[config.mk]
export PLATFORM = sky130hd
export DESIGN_NAME = bel_avl_ram_arb
export DESIGN_NICKNAME = d
export VERILOG_FILES = /design/src/rtl/bel_avl_ram_arb.sv
export SDC_FILE = /design/constraint.sdc
export NUM_CORES = 1
export LEC_CHECK = 0
export ABC_AREA = 1
export CORE_AREA = 2 2 88 90
export CTS_BUF_LIST = sky130_fd_sc_hd__clkbuf_8
export DETAILED_ROUTE_END_ITERATION = 8
export DIE_AREA = 0 0 90 92
export PLACE_DENSITY = 0.88
export SLEW_MARGIN = 0
export SYNTH_ARGS = -nofsm -noshare
export SYNTH_HDL_FRONTEND = slang
export SYNTH_SLANG_ARGS = --single-unit
[constraint.sdc]
create_clock -name clk_i -period 2.48 [get_ports clk_i]
set_input_delay 0.744 -clock clk_i [delete_from_list [all_inputs] [get_ports clk_i]]
set_output_delay 0.744 -clock clk_i [all_outputs]
set_load 0.01 [all_outputs]
[src/rtl/bel_avl_ram_arb.sv]
// Two-master Avalon-MM arbiter in front of the FFT working RAM. Commands pass
// through combinationally; an in-order owner FIFO steers read data back.
module bel_avl_ram_arb #(
  parameter int adr_width   = 6,
  parameter int dwidth      = 32,
  parameter int max_pending = 4,
  parameter int fixed_prio  = 0
) (
  input  logic                          clk_i,
  input  logic                          rst_n_i,
  input  logic [adr_width-1:0]          m0_address,
  input  logic                          m0_read,
  input  logic                          m0_write,
  input  logic [dwidth-1:0]             m0_writedata,
  output logic                          m0_waitrequest,
  output logic [dwidth-1:0]             m0_readdata,
  output logic                          m0_readdatavalid,
  input  logic [adr_width-1:0]          m1_address,
  input  logic                          m1_read,
  input  logic                          m1_write,
  input  logic [dwidth-1:0]             m1_writedata,
  output logic                          m1_waitrequest,
  output logic [dwidth-1:0]             m1_readdata,
  output logic                          m1_readdatavalid,
  output logic [adr_width-1:0]          s_address,
  output logic                          s_read,
  output logic                          s_write,
  output logic [dwidth-1:0]             s_writedata,
  input  logic [dwidth-1:0]             s_readdata,
  input  logic                          s_readdatavalid,
  output logic [$clog2(max_pending):0]  pending_o,
  output logic                          err_o
);

  localparam int pw = $clog2(max_pending);

  typedef logic [pw-1:0] ptr_t;
  typedef logic [pw:0]   cnt_t;

  logic                   req0, req1;
  logic                   full, empty;
  logic                   elig0, elig1;
  logic                   gnt0, gnt1;
  logic                   push, pop;
  logic                   head_owner;
  logic                   last_grant_q;
  logic                   err_q;
  logic [max_pending-1:0] owner_q;
  ptr_t                   wr_ptr_q, rd_ptr_q;
  cnt_t                   count_q;

  assign req0  = m0_read | m0_write;
  assign req1  = m1_read | m1_write;
  assign full  = (count_q == cnt_t'(max_pending));
  assign empty = (count_q == '0);

  // A read needs a free owner slot this cycle; a same-cycle pop does not count.
  assign elig0 = rst_n_i & (m0_read ? ~full : m0_write);
  assign elig1 = rst_n_i & (m1_read ? ~full : m1_write);

  // last_grant_q == 1 means master 1 went last, so master 0 takes the tie.
  assign gnt0 = elig0 & (~elig1 | (fixed_prio != 0) | last_grant_q);
  assign gnt1 = elig1 & ~gnt0;

  assign m0_waitrequest = ~rst_n_i | (req0 & ~gnt0);
  assign m1_waitrequest = ~rst_n_i | (req1 & ~gnt1);

  // NOTE: every output gets a default first so no path leaves it unassigned (no latch).
  always_comb begin
    s_address   = m0_address;
    s_writedata = m0_writedata;
    s_read      = gnt0 & m0_read;
    s_write     = gnt0 & m0_write;
    if (gnt1) begin
      s_address   = m1_address;
      s_writedata = m1_writedata;
      s_read      = m1_read;
      s_write     = m1_write;
    end
  end

  assign push       = s_read;
  assign pop        = rst_n_i & s_readdatavalid & ~empty;
  assign head_owner = owner_q[rd_ptr_q];

  assign m0_readdatavalid = pop & ~head_owner;
  assign m1_readdatavalid = pop & head_owner;
  assign m0_readdata      = s_readdata;
  assign m1_readdata      = s_readdata;

  assign pending_o = count_q;
  assign err_o     = err_q;

  // NOTE: sequential state uses non-blocking assignments so all registers update together.
  always_ff @(posedge clk_i or negedge rst_n_i) begin
    if (!rst_n_i) begin
      wr_ptr_q     <= '0;
      rd_ptr_q     <= '0;
      count_q      <= '0;
      last_grant_q <= 1'b1;
      err_q        <= 1'b0;
    end else begin
      if (gnt0 | gnt1) last_grant_q <= gnt1;
      if (push)        wr_ptr_q     <= wr_ptr_q + 1'b1;
      if (pop)         rd_ptr_q     <= rd_ptr_q + 1'b1;
      case ({push, pop})
        2'b10:   count_q <= count_q + 1'b1;
        2'b01:   count_q <= count_q - 1'b1;
        default: count_q <= count_q;
      endcase
      if (s_readdatavalid & empty) err_q <= 1'b1;
    end
  end

  // NOTE: owner storage is not reset; count_q says which entries are live.
  always_ff @(posedge clk_i) begin
    if (push) owner_q[wr_ptr_q] <= gnt1;
  end

endmodule

# After elaboration in Yosys (flattened, before gate mapping)
# Cells that the tools add are included.
[totals]
inputBits = 115
reg_bits = 13
output_inout_bits = 112
[classes]
n_lt_le_gt_ge = 3
n_reduce_logical = 3
bitwise_logic = 26
add_sub_neg = 4
n_mux = 12
eq_ne = 3
[ops]
columns = ["cell", "count"]
rows = [
  ["32-bit two-way mux", 1],
  ["1-bit bitwise AND", 13],
  ["1-bit inverter", 7],
  ["2-bit by 3-bit < comparator with 1-bit output (second input constant)", 2],
  ["1-bit two-way mux", 6],
  ["6-bit two-way mux", 1],
  ["1-bit OR", 6],
  ["3-bit case mux with 2 select lines", 1],
  ["2-bit by 1-bit adder with 2-bit output (second input constant)", 2],
  ["4-bit bitwise mux", 1],
  ["3-bit by 1-bit adder with 3-bit output (second input constant)", 1],
  ["3-bit == test (second input constant)", 1],
  ["3-bit zero test", 1],
  ["3-bit by 1-bit subtractor with 3-bit output (second input constant)", 1],
  ["1-bit binary-select mux with 2-bit select", 1],
  ["1-bit demux with 2-bit select", 1],
  ["2-bit by 1-bit == test with 1-bit output (second input constant)", 1],
  ["2-bit == test (second input constant)", 1],
  ["2-bit by 1-bit greater-or-equal comparator with 1-bit output (second input constant)", 1],
  ["2-bit nonzero test", 1],
  ["1-bit logical AND", 1],
]

# Longest topological paths before layout
[depth]
word_depth = 12
ltp_mapped = 14
mapped_depth_nobuf = 14

# Worst setup path after synthesis
# Ideal clock, no wire load.
[synth_path]
path_type = "input to register"
startpoint = "input m1_write"
endpoint = "register count_q[2], in the netlist pending_o[2]"
path_buffers = 0
arrival_time_ns = 2.308
path_slack_ns = 0.041
path_stages = 13
path_cell_list = "nor2_1 nor2_2 nand3_2 nand2_2 nand3_1 nand2_2 inv_2 ha_1 inv_1 fa_1 a21oi_1 o21ai_0 xor2_1"
[synth_via]
elab_chain_cells = 10
[synth_rtl]
columns = ["item", "line", "source"]
rows = [
  ["start: declaration", "20", "input logic m1_write,"],
  ["1-bit two-way mux (*)", "59", "assign elig1 = rst_n_i & (m1_read ? ~full : m1_write);"],
  ["1-bit bitwise AND (*)", "59", ""],
  ["1-bit inverter", "62", "assign gnt0 = elig0 & (~elig1 | (fixed_prio != 0) | last_grant_q);"],
  ["1-bit OR", "62", ""],
  ["1-bit bitwise AND", "62", ""],
  ["1-bit inverter", "63", "assign gnt1 = elig1 & ~gnt0;"],
  ["1-bit bitwise AND", "63", ""],
  ["1-bit two-way mux (*)", "74", "if (gnt1) begin"],
  ["net s_read", "26", "output logic s_read,"],
  ["2-bit by 1-bit == test with 1-bit output / 2-bit == test (equally long branches)", "106", "case ({push, pop})"],
  ["3-bit case mux with 2 select lines / 2-bit nonzero test (equally long branches)", "-", ""],
  ["end signal: assignment", "107", "2'b10: count_q <= count_q + 1'b1;"],
  ["end signal: assignment", "108", "2'b01: count_q <= count_q - 1'b1;"],
  ["end signal: assignment", "109", "default: count_q <= count_q;"],
  ["end: declaration", "50", "cnt_t count_q;"],
]
# The timed path passes the listed nets; every way through them passes the cells marked *.
# A chain may end at the register's enable or synchronous reset.

# Worst setup path in the final report
[layout_path]
startpoint = "input m0_write"
endpoint = "output s_writedata[21]"
[layout_via]
elab_chain_cells = 6
[layout_rtl]
columns = ["item", "line", "source"]
rows = [
  ["start: declaration", "13", "input logic m0_write,"],
  ["1-bit two-way mux", "58", "assign elig0 = rst_n_i & (m0_read ? ~full : m0_write);"],
  ["1-bit bitwise AND", "58", ""],
  ["1-bit bitwise AND", "62", ""],
  ["1-bit inverter", "63", ""],
  ["1-bit bitwise AND", "63", ""],
  ["32-bit two-way mux", "74", ""],
  ["end: declaration", "28", "output logic [dwidth-1:0] s_writedata,"],
]
# Every way passes these cells.

==> metrics.csv <==
stage,metric,value,unit
outcome,status,"complete, but fails checks",
outcome,violations,negative setup slack,
synthesis,syn_avg_cell_area,6.32,µm²
drt,dr_wl_met2,3880,µm
clock_tree,cts_buffer_depth,2,
die,initial_core_util,0.233,
final_layout,final_common_cell,clkdlybuf4s50_1,
synthesis,synth.cell_area,0.00174,mm²
die,die_w,90,µm
final_layout,layout.nets,498,
die,num_rows,32,
power,seqPwrFrac,0.177,
grt,grt_overflow_total,0,
power,internal_power,1.27,mW
final_layout,drive_gt1_frac,0.457,
clock_tree,htree_levels,1,
die,core-area,0.00745,mm²
final_layout,nFillCells,741,
final_layout,syn_to_final_growth,100,%
final_layout,design_area,0.00348,mm²
drt,via_count,2002,
place,finalWeightedCongestion,0.781,
synthesis,synth_top_area_frac,0.290,
drt,wl,6900,µm
critical_path,cp-end-kind,primary output,
final_layout,register_area,347,µm²
clock_tree,clk_latency,250,ps
place,numPlacedInstances,451,
die,dieArea,0.00828,mm²
timing,max_freq,375,MHz
place,numPortBuffers,130,
clock_tree,tritoncts,built,
power,power,2.13,mW
grt,grt_pass1_vias,2148,
synthesis,synth.distinct_cells,24,
power,total_leakage_power,1.68,nW
synthesis,yosysWarnings,0,
drt,drc,0,
critical_path,cp_cell_sequence,buf_6 > nor2_4 > nor2_1 > nand2_1 > inv_2 > nand2_4 > nand2_8 > buf_12 > buf_12 > clkbuf_16 > nand2_2 > nand2_1 > buf_2,
synthesis,ys_top_cells_by_area,"buf_4, nand2_1, dfrtp_1",
place,dp_hpwl,4550,µm
place,dpl_cell_area,0.00278,mm²
power,p_sw_frac,0.403,
critical_path,r2r_setup_slack,90,ps
critical_path,slowest_delay,170,ps
timing,period_needed,2670,ps
timing,rsz0062_at_grt,yes,
power,vdd_drop_max,0.000247,V
drt,wirelength_met1,2450,µm
final_layout,layout_common_cells,"clkdlybuf4s50_1, nand2_1, nand2_2",
power,power.density,612,mW/mm²
timing,finalWorstSetupSlack,-190,ps
grt,antenna_found_initial,0,
die,chipHeight,92,µm
synthesis,synth-seq-area-share,0.200,
timing,max_slew.worst_pin.slew,178,ps
critical_path,arrival,1930,ps
critical_path,crit_fanout,5,
critical_path,startpoint_type,primary input,
drt,top_layer_used,met4,
timing,whs,418,ps
power,power_frac_comb,0.736,
final_layout,antenna-diode-count,0,
grt,grt_first_pass_wirelength,10300,µm
grt,grt_max_degree,14,
drt,wl_per_cell,14.4,µm
synthesis,synth_top_area_cell,buf_4,
min_path,hold_class,primary input to async pin,
drt,ant_nets,0,
final_layout,multi_input_area,0.00111,mm²
flow_run,max_cap_viol_count,0,
clock_tree,cts_root_buf,clkbuf_8,
timing,finalMaxSlewViolations,0,
power,switching_power,0.859,mW
timing,timing.slew.headroom,0.881,
critical_path,path_class,primary input to primary output,
synthesis,ys_ff_latch,13,
clock_tree,cts.sinks,13,
drt,firstDrtPassIters,4,
synthesis,synth_cells,275,
clock_tree,clkTransAtPathRegs,50,ps
drt,vias_per_cell,4.19,
critical_path,cp.required,1740,ps
final_layout,stdcell_count,478,
grt,grt_usage,0.156,
timing,post-route-period-util,1.08,
timing,tns,-4800,ps
clock_tree,cts_made_buffers,3,
timing,fin_skew,4.22,ps
drt,drtIter0Drc,25,
drt,wl_met3,408,µm
die,ios,227,
power,power_frac_clock,0.087,
final_layout,fin_util,0.467,
timing,hold_viol_final,0,
timing,finalSetupViolations,41,
critical_path,critPathSlowestCell,clkbuf_16,
place,pre_cts_ws,-980,ps
synthesis,syn-num-nets,396,
[layout make-up]
type / instances / area share
timing repair buffer: 169 / 0.508
tap: 102 / 0.0367
clock inverter: 1 / 0.00144
sequential: 13 / 0.0996
multi-input combinational: 171 / 0.318
clock buffer: 3 / 0.0119
inverter: 19 / 0.0241
[Yosys cell counts (all sizes together)]
cell	instances
dfstp	1
inv	19
xor2	2
nor2	13
edfxtp	4
nand2	131
ha	5
o21ai	4
dfrtp	8
xnor2	1
a21oi	3
a32o	1
buf	72
fa	1
nand3	8
a31o	1
and2	1
[sequential cells by signal, summed over array words and instances (netlist names)]
register	cells
last_grant_q	1
rd_ptr_q	2
wr_ptr_q	2
pending_o	3
owner_q	4
err_o	1
[critical path: cells and delay by family]
kind,cells,cell delay [ps]
buffers and inverters,6,710
and+or+nand+nor,7,470
[power groups by stage]
stage / Combinational, mW / Clock, mW / Sequential [mW]
global placement: 1.14 / 0 / 0.374
CTS: 1.43 / 0.194 / 0.375
floorplan: 0.615 / 0 / 0.386
finish: 1.57 / 0.186 / 0.376
global route: 1.70 / 0.208 / 0.387
detailed placement: 1.18 / 0 / 0.379
[routing by layer]
metal	up-vias	track usage
met3	21	0.0329
li1	974	-
met4	0	0.0885
met1	912	0.161
met2	95	0.292
met5	-	0
[worst paths after layout]
path / from / depth (start not counted) / to
min reg2reg: err_o / 1 / err_o
min in group clk_i: err_o / 1 / err_o
max: m0_write / 13 / s_writedata[21]
max reg2reg: pending_o[1] / 15 / pending_o[2]
min: rst_n_i / 2 / pending_o[2]
max in group asynchronous: rst_n_i / 2 / last_grant_q
[timing repair]
| item | CTS | global route |
|---|---|---|
| resized for setup | 266 | 71 |
| hold buffers | 0 | 0 |
| buffers inserted | 10 | 6 |
| cloned | 8 | 2 |
| pin swaps | 21 | 23 |
| setup endpoints to repair | 50 | 44 |
[cell families (layout without fill, tap and decap cells)]
kind of cell,count (synthesis),after routing,share of synthesized area
fa+ha+maj,6,6,0.0476
flops,13,13,0.200
compound gates,9,9,0.0310
simple gates,153,153,0.351
buf+inv,91,192,0.356
xor+xnor,3,3,0.0151
Power figures use the tool's default switching activity.
